**src/rtl/ps2_scan_ctrl_if.sv**
```systemverilog
// ps2_scan_ctrl_if: key-event stream from the PS/2 scan controller to its consumer.
//   evt_code   8  key code at the FIFO head
//   evt_ext    1  head event was E0-prefixed
//   evt_break  1  head event is a key release
//   evt_valid  1  an event is available (FIFO not empty)
//   evt_ready  1  consumer accepts the head event this cycle
// master = event producer (ps2_scan_ctrl), slave = consumer.
interface ps2_scan_ctrl_if;
  logic [7:0] evt_code;
  logic       evt_ext;
  logic       evt_break;
  logic       evt_valid;
  logic       evt_ready;

  modport master (
    output evt_code,
    output evt_ext,
    output evt_break,
    output evt_valid,
    input  evt_ready
  );

  modport slave (
    input  evt_code,
    input  evt_ext,
    input  evt_break,
    input  evt_valid,
    output evt_ready
  );
endinterface

```
**src/rtl/ps2_scan_ctrl.sv**
```systemverilog
// ps2_scan_ctrl: main-clock side of the PS/2 receiver. Synchronises the
// byte-valid level, captures each byte, folds set-2 E0/F0 prefixes into single
// key events and queues them in a first-word-fall-through FIFO.
// Ports:
//   Clk, nReset          main clock, async active-low reset
//   rx_data[7:0]         received byte (stable while rx_valid high)
//   rx_valid             byte-valid level from the PS/2 clock domain
//   rx_parity_ok         parity result for rx_data
//   evt (master)         event stream: code/ext/break/valid out, ready in
//   fifo_count           current FIFO occupancy
//   overflow             sticky, an event was dropped on a full FIFO
//   err_count[7:0]       saturating parity/timeout/device-error count
//   clear_err            synchronous clear of overflow and err_count
// Optional feature: define PS2_TYPEMATIC_FILTER_EN to suppress typematic
// repeats of the currently held key.
module ps2_scan_ctrl #(
  parameter int unsigned FIFO_DEPTH     = 4,
  parameter int unsigned TIMEOUT_CYCLES = 50000
) (
  input  logic                        Clk,
  input  logic                        nReset,
  input  logic [7:0]                  rx_data,
  input  logic                        rx_valid,
  input  logic                        rx_parity_ok,
  ps2_scan_ctrl_if.master             evt,
  output logic [$clog2(FIFO_DEPTH):0] fifo_count,
  output logic                        overflow,
  output logic [7:0]                  err_count,
  input  logic                        clear_err
);

  localparam int unsigned AW = $clog2(FIFO_DEPTH);
  localparam int unsigned CW = AW + 1;
  localparam int unsigned TW = $clog2(TIMEOUT_CYCLES + 1);

  typedef struct packed {
    logic [7:0] code;
    logic       ext;
    logic       brk;
  } evt_t;

  typedef enum logic [1:0] {
    IDLE     = 2'd0,
    GOT_E0   = 2'd1,
    GOT_F0   = 2'd2,
    GOT_E0F0 = 2'd3
  } state_t;

  // Synchroniser and byte capture
  logic       s1, s2, s3;
  logic       cap_v;
  logic [7:0] byte_r;
  logic       par_r;
  logic       strobe_c;

  assign strobe_c = s2 & ~s3;

  always_ff @(posedge Clk or negedge nReset) begin
    if (!nReset) begin
      s1     <= 1'b0;
      s2     <= 1'b0;
      s3     <= 1'b0;
      cap_v  <= 1'b0;
      byte_r <= 8'h00;
      par_r  <= 1'b0;
    end else begin
      s1    <= rx_valid;
      s2    <= s1;
      s3    <= s2;
      cap_v <= strobe_c;
      if (strobe_c) begin
        byte_r <= rx_data;
        par_r  <= rx_parity_ok;
      end
    end
  end

  // Prefix decoder: acts on the cycle after capture
  state_t         state, state_nxt;
  logic [TW-1:0]  tmo_cnt;
  logic           tmo_hit_c;
  logic           dec_v;
  evt_t           dec_evt;
  logic           err_inc;

  assign tmo_hit_c = (state != IDLE) && (tmo_cnt == TW'(TIMEOUT_CYCLES - 1));

  always_comb begin
    state_nxt    = state;
    dec_v        = 1'b0;
    dec_evt.code = byte_r;
    dec_evt.ext  = 1'b0;
    dec_evt.brk  = 1'b0;
    err_inc      = 1'b0;
    if (cap_v) begin
      if (!par_r) begin
        err_inc   = 1'b1;
        state_nxt = IDLE;
      end else begin
        case (state)
          IDLE: begin
            case (byte_r)
              8'hE0:                      state_nxt = GOT_E0;
              8'hF0:                      state_nxt = GOT_F0;
              8'h00, 8'hFF:               err_inc   = 1'b1;
              8'hAA, 8'hFA, 8'hFE, 8'hEE: ;  // BAT / ack / resend / echo
              default:                    dec_v     = 1'b1;
            endcase
          end
          GOT_E0: begin
            if (byte_r == 8'hF0) begin
              state_nxt = GOT_E0F0;
            end else if (byte_r != 8'hE0) begin
              dec_v       = 1'b1;
              dec_evt.ext = 1'b1;
              state_nxt   = IDLE;
            end
          end
          GOT_F0: begin
            dec_v       = 1'b1;
            dec_evt.brk = 1'b1;
            state_nxt   = IDLE;
          end
          GOT_E0F0: begin
            dec_v       = 1'b1;
            dec_evt.ext = 1'b1;
            dec_evt.brk = 1'b1;
            state_nxt   = IDLE;
          end
          default: state_nxt = IDLE;
        endcase
      end
    end else if (tmo_hit_c) begin
      err_inc   = 1'b1;
      state_nxt = IDLE;
    end
  end

  // State and prefix timeout counter
  always_ff @(posedge Clk or negedge nReset) begin
    if (!nReset) begin
      state   <= IDLE;
      tmo_cnt <= '0;
    end else begin
      state <= state_nxt;
      if (state == IDLE || strobe_c || cap_v || tmo_hit_c) begin
        tmo_cnt <= '0;
      end else begin
        tmo_cnt <= tmo_cnt + TW'(1);
      end
    end
  end

  // Push qualification (optionally drops repeats of the held key)
  logic push_c;

`ifdef PS2_TYPEMATIC_FILTER_EN
  logic       held_v;
  logic [7:0] held_code;
  logic       held_ext;
  logic       held_match_c;

  assign held_match_c = held_v && (held_code == dec_evt.code) && (held_ext == dec_evt.ext);
  assign push_c       = dec_v & ~(~dec_evt.brk & held_match_c);

  always_ff @(posedge Clk or negedge nReset) begin
    if (!nReset) begin
      held_v    <= 1'b0;
      held_code <= 8'h00;
      held_ext  <= 1'b0;
    end else if (dec_v) begin
      if (!dec_evt.brk) begin
        held_v    <= 1'b1;
        held_code <= dec_evt.code;
        held_ext  <= dec_evt.ext;
      end else if (held_match_c) begin
        held_v <= 1'b0;
      end
    end
  end
`else
  assign push_c = dec_v;
`endif

  // Event FIFO (first-word fall-through)
  evt_t          mem [FIFO_DEPTH];
  logic [AW-1:0] wr_ptr, rd_ptr;
  logic [CW-1:0] count, cnt_nxt;
  logic          valid_r;
  logic          full_c, pop_c, wr_c;

  assign full_c = (count == CW'(FIFO_DEPTH));
  assign pop_c  = valid_r & evt.evt_ready;
  assign wr_c   = push_c & (~full_c | pop_c);

  always_comb begin
    cnt_nxt = count;
    case ({wr_c, pop_c})
      2'b10:   cnt_nxt = count + CW'(1);
      2'b01:   cnt_nxt = count - CW'(1);
      default: cnt_nxt = count;
    endcase
  end

  always_ff @(posedge Clk or negedge nReset) begin
    if (!nReset) begin
      for (int i = 0; i < int'(FIFO_DEPTH); i++) mem[i] <= '0;
      wr_ptr  <= '0;
      rd_ptr  <= '0;
      count   <= '0;
      valid_r <= 1'b0;
    end else begin
      if (wr_c) begin
        mem[wr_ptr] <= dec_evt;
        wr_ptr      <= wr_ptr + AW'(1);
      end
      if (pop_c) rd_ptr <= rd_ptr + AW'(1);
      count   <= cnt_nxt;
      valid_r <= (cnt_nxt != '0);
    end
  end

  // Sticky overflow and saturating error counter; clear wins
  always_ff @(posedge Clk or negedge nReset) begin
    if (!nReset) begin
      overflow  <= 1'b0;
      err_count <= 8'h00;
    end else if (clear_err) begin
      overflow  <= 1'b0;
      err_count <= 8'h00;
    end else begin
      if (push_c && full_c && !pop_c) overflow <= 1'b1;
      if (err_inc && err_count != 8'hFF) err_count <= err_count + 8'd1;
    end
  end

  assign evt.evt_valid = valid_r;
  assign evt.evt_code  = mem[rd_ptr].code;
  assign evt.evt_ext   = mem[rd_ptr].ext;
  assign evt.evt_break = mem[rd_ptr].brk;
  assign fifo_count    = count;

endmodule

```
**src/flat_wrapper.sv**
```systemverilog
// flat-port wrapper written by rule: the top's interface ports become plain ports
module ps2_scan_ctrl_flat 
#(
  parameter int unsigned FIFO_DEPTH     = 4,
  parameter int unsigned TIMEOUT_CYCLES = 50000
)
  (Clk, nReset, rx_data, rx_valid, rx_parity_ok, fifo_count, overflow, err_count, clear_err, evt_evt_code, evt_evt_ext, evt_evt_break, evt_evt_valid, evt_evt_ready);
  ps2_scan_ctrl_if evt_i ();
  input  logic Clk;
  input  logic nReset;
  input  logic [7:0] rx_data;
  input  logic rx_valid;
  input  logic rx_parity_ok;
  output logic [$clog2(FIFO_DEPTH):0] fifo_count;
  output logic overflow;
  output logic [7:0] err_count;
  input  logic clear_err;
  output wire logic [$bits(evt_i.evt_code)-1:0] evt_evt_code;
  output wire logic [$bits(evt_i.evt_ext)-1:0] evt_evt_ext;
  output wire logic [$bits(evt_i.evt_break)-1:0] evt_evt_break;
  output wire logic [$bits(evt_i.evt_valid)-1:0] evt_evt_valid;
  input wire logic [$bits(evt_i.evt_ready)-1:0] evt_evt_ready;
  assign evt_evt_code = evt_i.evt_code;
  assign evt_evt_ext = evt_i.evt_ext;
  assign evt_evt_break = evt_i.evt_break;
  assign evt_evt_valid = evt_i.evt_valid;
  assign evt_i.evt_ready = evt_evt_ready;
  ps2_scan_ctrl #(.FIFO_DEPTH(FIFO_DEPTH), .TIMEOUT_CYCLES(TIMEOUT_CYCLES)) u_core (.Clk(Clk), .nReset(nReset), .rx_data(rx_data), .rx_valid(rx_valid), .rx_parity_ok(rx_parity_ok), .evt(evt_i), .fifo_count(fifo_count), .overflow(overflow), .err_count(err_count), .clear_err(clear_err));
endmodule
```
**config.mk**
```make
export PLATFORM = sky130hd
export DESIGN_NAME = ps2_scan_ctrl_flat
export DESIGN_NICKNAME = d
export VERILOG_FILES = /design/src/rtl/ps2_scan_ctrl_if.sv /design/src/rtl/ps2_scan_ctrl.sv /design/src/flat_wrapper.sv
export SDC_FILE = /design/constraint.sdc
export NUM_CORES = 1
export LEC_CHECK = 0
export BUFFER_PORTS_ARGS = -buffer_cell sky130_fd_sc_hd__clkbuf_2
export CAP_MARGIN = 20
export CORE_MARGIN = 2
export CORE_UTILIZATION = 35
export CTS_CLUSTER_DIAMETER = 200
export DETAILED_ROUTE_END_ITERATION = 8
export GPL_ROUTABILITY_DRIVEN = 1
export SLEW_MARGIN = 20
export SYNTH_ARGS = -nofsm -noshare
export SYNTH_HDL_FRONTEND = slang
export SYNTH_SLANG_ARGS = --single-unit
```
**constraint.sdc**
```tcl
create_clock -name Clk -period 2.84 [get_ports Clk]
set_clock_uncertainty 0.15 [all_clocks]
set_input_delay 0.142 -clock Clk [delete_from_list [all_inputs] [get_ports Clk]]
set_output_delay 0.142 -clock Clk [all_outputs]
set_load 0.02 [all_outputs]
```
==> results.sh, run 1 <==
export IMPL_async_reset_ff_share_pct=100
export IMPL_io_buffers=36
export IMPL_min_path_type="in -> async"
export IMPL_ant_nets=0
export IMPL_grt_usage_pct=14.2
export IMPL_synth_xor_area_share_pct=4.65
export IMPL_rr_endpoint="u_core.evt.evt_valid$_DFF_PN0_"
export IMPL_synth_fp_nets=348
export IMPL_synth_mux_area_share_pct=20.3
export IMPL_dr_pass1_iters=4
export IMPL_r2r_cells=9
export IMPL_critPathLaunchType="flip-flop"
export IMPL_die_area_mm2=0.0127
export IMPL_maxSlewViolCount=0
export IMPL_cellPowerDensity_mw_per_mm2=831
export IMPL_synth_top_family_by_area="multiplexers"
export IMPL_synth_simple_area_share_pct=13.6
export IMPL_finalInstanceArea_mm2=0.00502
export IMPL_final_common_cell="dfrtp_1"
export IMPL_slew_headroom_pct=50.5
export IMPL_h_tree_depth=3
export IMPL_coreArea_mm2=0.0115
export IMPL_setup_tns_ns=0
export IMPL_leakage_uw=0.00225
export IMPL_viasPerCell=4.99
export IMPL_clkLatencyLatePin_ns=0.34
export IMPL_setup_viol_count_final=0
export IMPL_crit_path_end_kind="flip-flop"
export IMPL_globalplace_congestion=0.765
export IMPL_final_util_pct=43.8
export IMPL_die_h_um=113
export IMPL_max_vdd_ir_drop_uv=428
export IMPL_grt_overflow=0
export IMPL_fp_dieW_um=113
export IMPL_final_cell_mix="dfrtp_1 (84), mux2_2 (53), clkbuf_2 (35)"
export IMPL_layout_nets=410
export IMPL_dpl_cell_area_mm2=0.00454
export IMPL_rsz0062_at_grt="no"
export IMPL_io_pins=37
export IMPL_synth_edf_count=0
export IMPL_grt_pass1_wl_mm=14.2
export IMPL_drv_cap=0
export IMPL_fp_row_count=39
export IMPL_drt_total_wl_mm=8.29
export IMPL_period_share_pct=94.4
export IMPL_syn_avg_cell_area_um2=12.7
export IMPL_antenna_found_initial=0
export IMPL_hpwlAfterDp_mm=5.59
export IMPL_ys_seq_elements=88
export IMPL_syn2layout_area_growth_pct=21.2
export IMPL_hold_viol=0
export IMPL_ys_types=46
export IMPL_drc=0
export IMPL_synth_seq_area_share_pct=53.1
export IMPL_yosys_warnings=0
export IMPL_drt_iter0_markers=82
export IMPL_whs_ns=0.175
export IMPL_start_util_pct=36.1
export IMPL_worstSetupPathType="reg -> reg"
export IMPL_outcome="finished, final reports clean"
export IMPL_wl_per_cell_um=15.4
export IMPL_clk_pin_slew_ns=0.07
export IMPL_synth_compound_area_share_pct=3.38
export IMPL_path_max_fanout=6
export IMPL_grt_start_max_net_pins=50
export IMPL_cp_required_ns=2.90
export IMPL_synth_area_mm2=0.00414
export IMPL_root_buffer="clkbuf_16"
export IMPL_reg2reg_from="u_core.byte_r[2]$_DFFE_PN0P_"
export IMPL_fmax_mhz=373
export IMPL_finalCriticalPeriod_ns=2.68
export IMPL_synth_fa_ha_area_share_pct=2.29
export IMPL_critical_path_arrival_ns=2.74
export IMPL_cts_tree="done"
export IMPL_diodes=0
export IMPL_grt_pass1_vias=2818
export IMPL_synthesis_instances=327
export IMPL_drive_gt1_share_pct=38.1
export IMPL_max_clock_path_buffers=2
export IMPL_cts_sinks=88
export IMPL_p_total_uw=4180
export IMPL_r2r_slack_ns=0.16
export IMPL_num_vias=2677
export IMPL_ys_flop_type="dfrtp_1"
export IMPL_cts_made_buffers=9
export IMPL_tightest_slew_ns=0.743
[state kept, by name (all words and copies together) (netlist names)]
signal,cells
u_core.s1,1
u_core.rd_ptr,2
u_core.evt.evt_valid,1
u_core.s3,1
u_core.state,2
u_core.err_count,8
u_core.mem,40
u_core.fifo_count,3
u_core.par_r,1
u_core.cap_v,1
u_core.s2,1
u_core.byte_r,8
u_core.tmo_cnt,16
u_core.overflow,1
u_core.wr_ptr,2
[worst max path at each step]
stage                            startpoint                              to  cells past startpoint
2_1_floorplan  u_core.byte_r[4]$_DFFE_PN0P_  u_core.fifo_count[2]$_DFF_PN0_                     10
3_5_place_dp   u_core.byte_r[2]$_DFFE_PN0P_  u_core.evt.evt_valid$_DFF_PN0_                      8
4_1_cts        u_core.byte_r[2]$_DFFE_PN0P_  u_core.evt.evt_valid$_DFF_PN0_                      9
6_report       u_core.byte_r[2]$_DFFE_PN0P_  u_core.evt.evt_valid$_DFF_PN0_                      9
3_3_place_gp   u_core.byte_r[2]$_DFFE_PN0P_  u_core.evt.evt_valid$_DFF_PN0_                      8
5_1_grt        u_core.byte_r[2]$_DFFE_PN0P_  u_core.evt.evt_valid$_DFF_PN0_                      9
[timing repair]
item,CTS,global route
resized for setup,1,11
hold buffers,13,0
cloned,0,0
buffers inserted,0,3
pin swaps,0,4
endpoints found under the hold margin,57,0
endpoints found under the setup margin,1,2
[kinds of logic after synthesis]
kind of cell             Yosys count
multiplexers                      65
flip-flops                        88
adder cells (fa/ha/maj)            7
XOR/XNOR                          22
AO/OA/AOI/OAI                     20
buffers and inverters             21
AND/OR/NAND/NOR                  104
[routing by layer]
layer | track usage, % | up-vias | share of wire (%)
met5 | 0 | - | 0
met4 | 4.63 | 0 | 1.1
met3 | 3.00 | 8 | 3.0
met2 | 21.8 | 33 | 48
met1 | 20.1 | 1341 | 48
li1 | - | 1295 | -
[report_power, final]
group	switching [uW]	leakage (uW)	internal, uW
Sequential	301	0.00113	1570
Clock	492	0.000129	596
Combinational	533	0.000990	689
[metrics by stage]
step / worst slack, ns / std cells
3_5_place_dp: -0.0137 / 505
5_1_grt: 0.00253 / 537
6_report: 0.159 / 537
4_1_cts: 0.0602 / 534
2_1_floorplan: -0.0288 / 327
3_3_place_gp: 0.111 / 505
[area by class of cell]
| cell class | instances | area, um2 |
|---|---|---|
| repair buffers | 66 | 458 |
| well taps | 143 | 179 |
| clock inverters | 6 | 46.3 |
| multi-input cells | 218 | 1880 |
| clock buffers | 10 | 229 |
| fillers | 1052 | 6440 |
| inverters | 6 | 22.5 |
| flip-flops and latches | 88 | 2210 |
[cells in the mapped netlist, types with 5 or more instances]
cell,count,area (um2)
mux4_2,10,225
a21oi_1,6,30.0
clkbuf_1,5,18.8
nor2_1,31,116
dfrtp_1,88,2200
xnor2_1,11,96.3
and3_1,14,87.6
inv_1,6,22.5
nand3_1,12,60.1
mux2_2,53,597
ha_1,6,75.1
xor2_1,11,96.3
nand2_1,13,48.8
buf_2,5,25.0
[critical path, cell delays in order (launching register included)]
cell and delay, ns:
dfrtp_2 0.44, or4_4 0.53, nor2_2 0.14, o21ai_2 0.08, nor4b_4 0.15, nor2_2 0.13, fa_2 0.45, nand2b_4 0.16
nor4b_2 0.25, a211oi_1 0.08
Note: power is estimated with default switching activity, not from simulation.
==> inputs of run 2 (changes only) <==
Settings changed: ABC_AREA from default to 1, BUFFER_PORTS_ARGS -buffer_cell sky130_fd_sc_hd__clkbuf_2 to -buffer_cell sky130_fd_sc_hd__buf_2.
==> run 2 against run 1 <==
Net effect: register-to-register slack better by 0.31 ns; global-route usage is 0.35 points higher; core utilization fell by 1.9 points; first-iteration DRC count grew 140%; hold slack gained 0.026 ns; area after synthesis rose by 9.9%; power increased by 8.0%; largest power group unchanged.
==> results.sh, run 2 <==
export IMPL_outcome="finished, final reports clean"
export IMPL_rsz0062_at_grt="no"
export IMPL_finalCriticalPeriod_ns=2.37
export IMPL_syn_avg_cell_area_um2=8.79
export IMPL_grtUsageMet2_pct=25.1
export IMPL_dr_pass1_iters=4
export IMPL_start_util_pct=36.0
export IMPL_drc=0
export IMPL_globalplace_congestion=0.802
export IMPL_ys_seq_elements=88
export IMPL_cts_tree="done"
export IMPL_finalInstanceArea_mm2=0.00532
export IMPL_largest_reg_flops=40
export IMPL_root_buffer="clkbuf_16"
export IMPL_post_cts_setup_buffer_count=0
export IMPL_viasPerCell=4.79
export IMPL_critPathLaunchType="flip-flop"
export IMPL_hpwlAfterDp_mm=6.68
export IMPL_synth_top_area_share_pct=48.3
export IMPL_cp_required_ns=2.91
export IMPL_whs_path_depth=4
export IMPL_maxSlewViolCount=0
export IMPL_grt_usage_pct=14.5
export IMPL_synth_seq_area_share_pct=48.3
export IMPL_whs_ns=0.202
export IMPL_ys_top_cells_by_area="dfrtp_1 (48%), nand2_1 (10%), o21ai_2 (6.2%)"
export IMPL_coreArea_mm2=0.0127
export IMPL_period_share_pct=83.5
export IMPL_cpMostUsedCell="nand2_1"
export IMPL_slew_headroom_pct=47.5
export IMPL_setup_viol_count_final=0
export IMPL_cts_made_buffers=9
export IMPL_synth_area_mm2=0.00456
export IMPL_crit_path_end_kind="flip-flop"
export IMPL_h_tree_depth=3
export IMPL_die_area_mm2=0.0139
export IMPL_final_common_cell="nand2_1"
export IMPL_synth_edf_count=0
export IMPL_io_pins=37
export IMPL_diodes=0
export IMPL_path_cells="inv_2 > nand2_8 > nor2_4 > nand2_2 > nand2_1 > nand2_1 > nand3_1 > nor2_1 > nor2_1 > fa_1 > nand3_1 > nand2_1 > nor2_1 > nand2_1"
export IMPL_drt_total_wl_mm=9.52
export IMPL_max_vdd_ir_drop_uv=340
export IMPL_cellPowerDensity_mw_per_mm2=848
export IMPL_async_reset_ff_share_pct=100
export IMPL_critical_path_slowest_cell="fa_1"
export IMPL_leakage_uw=0.00246
export IMPL_ys_types=39
export IMPL_met1_usage_pct=18.2
export IMPL_fp_dieW_um=118
export IMPL_clkLatencyLatePin_ns=0.33
export IMPL_grt_pass1_vias=3506
export IMPL_grt_pass1_wl_mm=16.5
export IMPL_fmax_mhz=422
export IMPL_max_clock_path_buffers=2
export IMPL_syn2layout_area_growth_pct=16.7
export IMPL_synth_most_common_cell="nand2_1"
export IMPL_timing_final_ws_setup_ns=0.468
export IMPL_cts_sinks=88
export IMPL_num_vias=3566
export IMPL_netlist_top_cells_count="nand2_1 (122), dfrtp_1 (88), nor2_1 (55)"
export IMPL_drt_iter0_markers=199
export IMPL_min_path_type="in -> reg"
export IMPL_yosys_warnings=0
export IMPL_fp_row_count=41
export IMPL_synth_fp_nets=539
export IMPL_wl_per_cell_um=12.8
export IMPL_die_h_um=118
export IMPL_hold_viol=0
export IMPL_setup_tns_ns=0
export IMPL_dpl_cell_area_mm2=0.00486
export IMPL_grt_overflow=0
export IMPL_drv_cap=0
export IMPL_ant_nets=0
export IMPL_synthesis_instances=518
export IMPL_cp_slowest_stage_delay_ns=0.45
export IMPL_clk_pin_slew_ns=0.06
export IMPL_drive_gt1_share_pct=22.9
export IMPL_critical_path_arrival_ns=2.44
export IMPL_pre_cts_ws_ns=0.473
export IMPL_tightest_slew_ns=0.788
export IMPL_antenna_found_initial=0
export IMPL_r2r_cells=14
export IMPL_top_regs="u_core.mem: 40 flops, u_core.tmo_cnt: 16 flops"
export IMPL_largest_register="u_core.mem"
export IMPL_ys_flop_type="dfrtp_1"
export IMPL_path_max_fanout=7
export IMPL_grt_start_max_net_pins=89
export IMPL_worstSetupPathType="reg -> reg"
export IMPL_grt_busiest_layer="met2"
export IMPL_io_buffers=36
export IMPL_met3_usage_pct=3.10
export IMPL_final_cell_mix="nand2_1 (122), dfrtp_1 (88), nor2_1 (55)"
export IMPL_layout_nets=589
export IMPL_synth_area_leader_cell="dfrtp_1"
[run 2: cell types whose count changed in the layout (fill, tap and decap cells not counted), sizes merged, moves of 9 or more]
cell / change
xnor2: -9
mux2: -53
o22ai: +10
nand3: +9
o21ai: +70
nor3: +10
mux4: -10
inv: +54
and3: -14
buf: +21
nor2: +28
clkbuf: -35
nand2: +128
[run 2: final cells by class]
type | instances | area (um2)
inverters | 58 | 228
well taps | 172 | 215
clock buffers | 10 | 239
repair buffers | 50 | 322
fillers | 1285 | 7360
multi-input cells | 361 | 2020
clock inverters | 6 | 90.1
flip-flops and latches | 88 | 2200
[run 2: worst paths after layout]
check,from,end,slack [ns]
min in group asynchronous,nReset,u_core.mem[5]$_DFFE_PN0P_,0.29
worst max-delay path,u_core.byte_r[0]$_DFFE_PN0P_,u_core.evt.evt_valid$_DFF_PN0_,0.47
max in group asynchronous,nReset,u_core.par_r$_DFFE_PN0P_,1.72
worst max register to register,u_core.byte_r[0]$_DFFE_PN0P_,u_core.evt.evt_valid$_DFF_PN0_,0.47
worst min-delay path,evt_evt_ready,u_core.rd_ptr[0]$_DFFE_PN0P_,0.20
worst min register to register,u_core.s1$_DFF_PN0_,u_core.s2$_DFF_PN0_,0.21
[run 2: critical path, delay by kind of cell, from the launching register on]
family	cells	cell delay, ns
adder cells (fa/ha/maj)	1	0.45
flip-flops	1	0.40
buffers and inverters	1	0.20
AND/OR/NAND/NOR	12	1.05
[run 2: what timing repair did]
| item | 4_1_cts | 5_1_grt |
|---|---|---|
| resized for setup | 0 | 0 |
| endpoints found under the hold margin | 102 | 0 |
| hold buffers | 12 | 0 |
[run 2: routing by layer]
| metal | wire, um | up-vias |
|---|---|---|
| li1 | - | 1794 |
| met1 | 4560 | 1708 |
| met2 | 4560 | 52 |
| met3 | 283 | 12 |
| met4 | 114 | 0 |
| met5 | 0 | - |
[run 2: power by group]
group	internal (uW)	switching, uW
registers	1540	203
clock network	799	488
logic	529	954
total	2860	1650
[run 2: cell families (layout without fill, tap and decap cells)]
group	after synthesis	in the layout	synth area share (%)
and+or+nand+nor	247	247	26.0
adders and majority gates	7	7	2.09
AOI/OAI and AO/OA	100	100	14.9
DFF	88	88	48.3
xor gates and xnor gates	7	7	1.35
buffers and inverters	69	124	7.33
[run 2: stage by stage]
| stage | power (uW) | util [%] | cells |
|---|---|---|---|
| final | 4510 | 41.9 | 745 |
| after floorplan | 2830 | - | 518 |
| after global routing | 4810 | 41.9 | 745 |
| after detailed placement | 3250 | 38.4 | 717 |
| after global placement | 3210 | 38.4 | 717 |
| after CTS | 4570 | 41.9 | 745 |
==> inputs of run 3 (changes only) <==
Settings changed: ABC_AREA 1 to 0.
Clock period 2.84 ns to 2.15 ns, I/O delays scaled along.
==> run 3 against run 2 <==
Net effect: non-clock buffer count up 58; sequential power up 38%; global-route usage up 1.9 points; power up 38%; critical path type unchanged; critical endpoint unchanged; the flow now finishes with violations (negative setup slack); core utilization up 7.7 points.
==> results.sh, run 3 (same netlist as run 1, synthesis figures left out) <==
export IMPL_outcome="finished with violations"
export IMPL_violations="negative setup slack"
export IMPL_cp_slowest_stage_delay_ns=0.59
export IMPL_path_max_fanout=5
export IMPL_timing_final_ws_setup_ns=-0.457
export IMPL_critical_path_slowest_cell="or4_4"
export IMPL_final_common_cell="dfrtp_1"
export IMPL_path_cells="or4_4 > nor2_4 > o21ai_2 > nor4b_4 > nor2_4 > fa_2 > nand2b_4 > nor4b_2 > a211oi_1"
export IMPL_crit_path_end_kind="flip-flop"
export IMPL_viasPerCell=5.00
export IMPL_drive_gt1_share_pct=45.8
export IMPL_setup_tns_ns=-14.88
export IMPL_tightest_slew_ns=0.798
export IMPL_finalCriticalPeriod_ns=2.61
export IMPL_max_clock_path_buffers=2
export IMPL_leakage_uw=0.00261
export IMPL_dr_pass1_iters=4
export IMPL_critical_path_arrival_ns=2.68
export IMPL_fp_row_count=39
export IMPL_clk_pin_slew_ns=0.06
export IMPL_grt_start_max_net_pins=52
export IMPL_layout_nets=453
export IMPL_critPathLaunchType="flip-flop"
export IMPL_rsz0062_at_grt="yes"
export IMPL_drc=0
export IMPL_drv_cap=0
export IMPL_wl_per_cell_um=16.7
export IMPL_cts_made_buffers=9
export IMPL_fillers=1007
export IMPL_cts_sinks=88
export IMPL_drt_total_wl_mm=9.66
export IMPL_grt_usage_pct=16.4
export IMPL_root_buffer="clkbuf_16"
export IMPL_min_path_type="in -> async"
export IMPL_cp_num_buf_inv=0
export IMPL_worstSetupPathType="reg -> reg"
export IMPL_die_h_um=113
export IMPL_cts_tree="done"
export IMPL_io_pins=37
export IMPL_die_area_mm2=0.0127
export IMPL_cp_required_ns=2.22
export IMPL_period_share_pct=121
export IMPL_diodes=0
export IMPL_largest_register="u_core.mem"
export IMPL_multi_input_area_mm2=0.00212
export IMPL_antenna_found_initial=0
export IMPL_grt_overflow=0
export IMPL_h_tree_depth=3
export IMPL_ant_nets=0
export IMPL_setup_viol_count_final=53
export IMPL_hpwlAfterDp_mm=6.28
export IMPL_crit_family="simple AND/OR/NAND/NOR gates"
export IMPL_grt_pass1_wl_mm=16.4
export IMPL_fp_dieW_um=113
export IMPL_largest_reg_flops=40
export IMPL_slew_headroom_pct=46.7
export IMPL_whs_ns=0.117
export IMPL_coreArea_mm2=0.0115
export IMPL_globalplace_congestion=0.800
export IMPL_fmax_mhz=384
export IMPL_top_regs="u_core.mem: 40 flops, u_core.tmo_cnt: 16 flops"
export IMPL_max_vdd_ir_drop_uv=646
export IMPL_drt_iter0_markers=97
export IMPL_maxSlewViolCount=0
export IMPL_io_buffers=36
export IMPL_syn2layout_area_growth_pct=37.4
export IMPL_num_vias=2898
export IMPL_cellPowerDensity_mw_per_mm2=1090
export IMPL_grt_pass1_vias=3177
export IMPL_final_cell_mix="dfrtp_1 (87), mux2_4 (43), buf_4 (43)"
export IMPL_hold_viol=0
export IMPL_clkLatencyLatePin_ns=0.34
export IMPL_start_util_pct=36.1
export IMPL_register_area_mm2=0.00220
export IMPL_cpMostUsedCell="nor2_4"
run 3: changes by cell type in the layout (fill, tap and decap cells not counted), moves of 12 or more:
| cell | change |
|---|---|
| buf_4 | +41 |
| o21ai_2 | -31 |
| mux2_4 | +43 |
| nand2_1 | -110 |
| o21ai_0 | -36 |
| nor2_1 | -26 |
| nand2_2 | -12 |
| inv_1 | -41 |
run 3: per-stage QoR:
step | worst slack (ns) | total power (uW) | cell area, um2 | util (%) | instances
CTS | -0.447 | 6250 | 5660 | 49.4 | 579
global route | -0.540 | 6540 | 5690 | 49.7 | 580
global placement | -0.383 | 4150 | 4880 | 42.6 | 541
detailed placement | -0.444 | 4240 | 4880 | 42.6 | 541
floorplan | -0.563 | 3620 | 4250 | - | 327
finish | -0.457 | 6200 | 5690 | 49.7 | 580
run 3: final cells by class:
cell class | count | share of cell area [%]
Clock buffer | 11 | 4.09
Multi-Input combinational cell | 219 | 37.2
Sequential cell | 88 | 38.7
Timing Repair Buffer | 108 | 15.1
Tap cell | 143 | 3.14
Inverter | 6 | 0.396
Clock inverter | 5 | 1.43
run 3: worst paths after layout:
kind | start | endpoint | slack (ns) | depth (start not counted)
max | u_core.byte_r[2]$_DFFE_PN0P_ | u_core.evt.evt_valid$_DFF_PN0_ | -0.46 | 9
min | nReset | u_core.rd_ptr[1]$_DFFE_PN0P_ | 0.12 | 2
max reg2reg | u_core.byte_r[2]$_DFFE_PN0P_ | u_core.evt.evt_valid$_DFF_PN0_ | -0.46 | 9
min reg2reg | u_core.s1$_DFF_PN0_ | u_core.s2$_DFF_PN0_ | 0.20 | 0
max in group asynchronous | nReset | u_core.byte_r[6]$_DFFE_PN0P_ | 1.08 | 3
min in group Clk | u_core.s1$_DFF_PN0_ | u_core.s2$_DFF_PN0_ | 0.20 | 0
run 3: repair_timing:
action                     in CTS  in global routing
setup endpoints to repair      53                 58
pin swaps                       2                  8
hold buffers                   13                  0
gates cloned                    2                  0
hold endpoints to repair       55                  0
gates resized for setup        64                 11
buffers inserted                7                  4
run 3: per-layer routing:
| layer | vias up | share of wire, % | GRT usage (%) |
|---|---|---|---|
| li1 | 1382 | - | - |
| met1 | 1471 | 46 | 20.8 |
| met2 | 34 | 50 | 27.8 |
| met3 | 11 | 2.7 | 4.12 |
| met4 | 0 | 1.1 | 4.63 |
| met5 | - | 0 | 0 |
run 3: power breakdown:
part	leakage, uW	total (uW)	internal (uW)	switching (uW)
Combinational	0.00133	2140	1240	898
Clock	0.000150	1670	1020	647
Sequential	0.00113	2400	2070	329
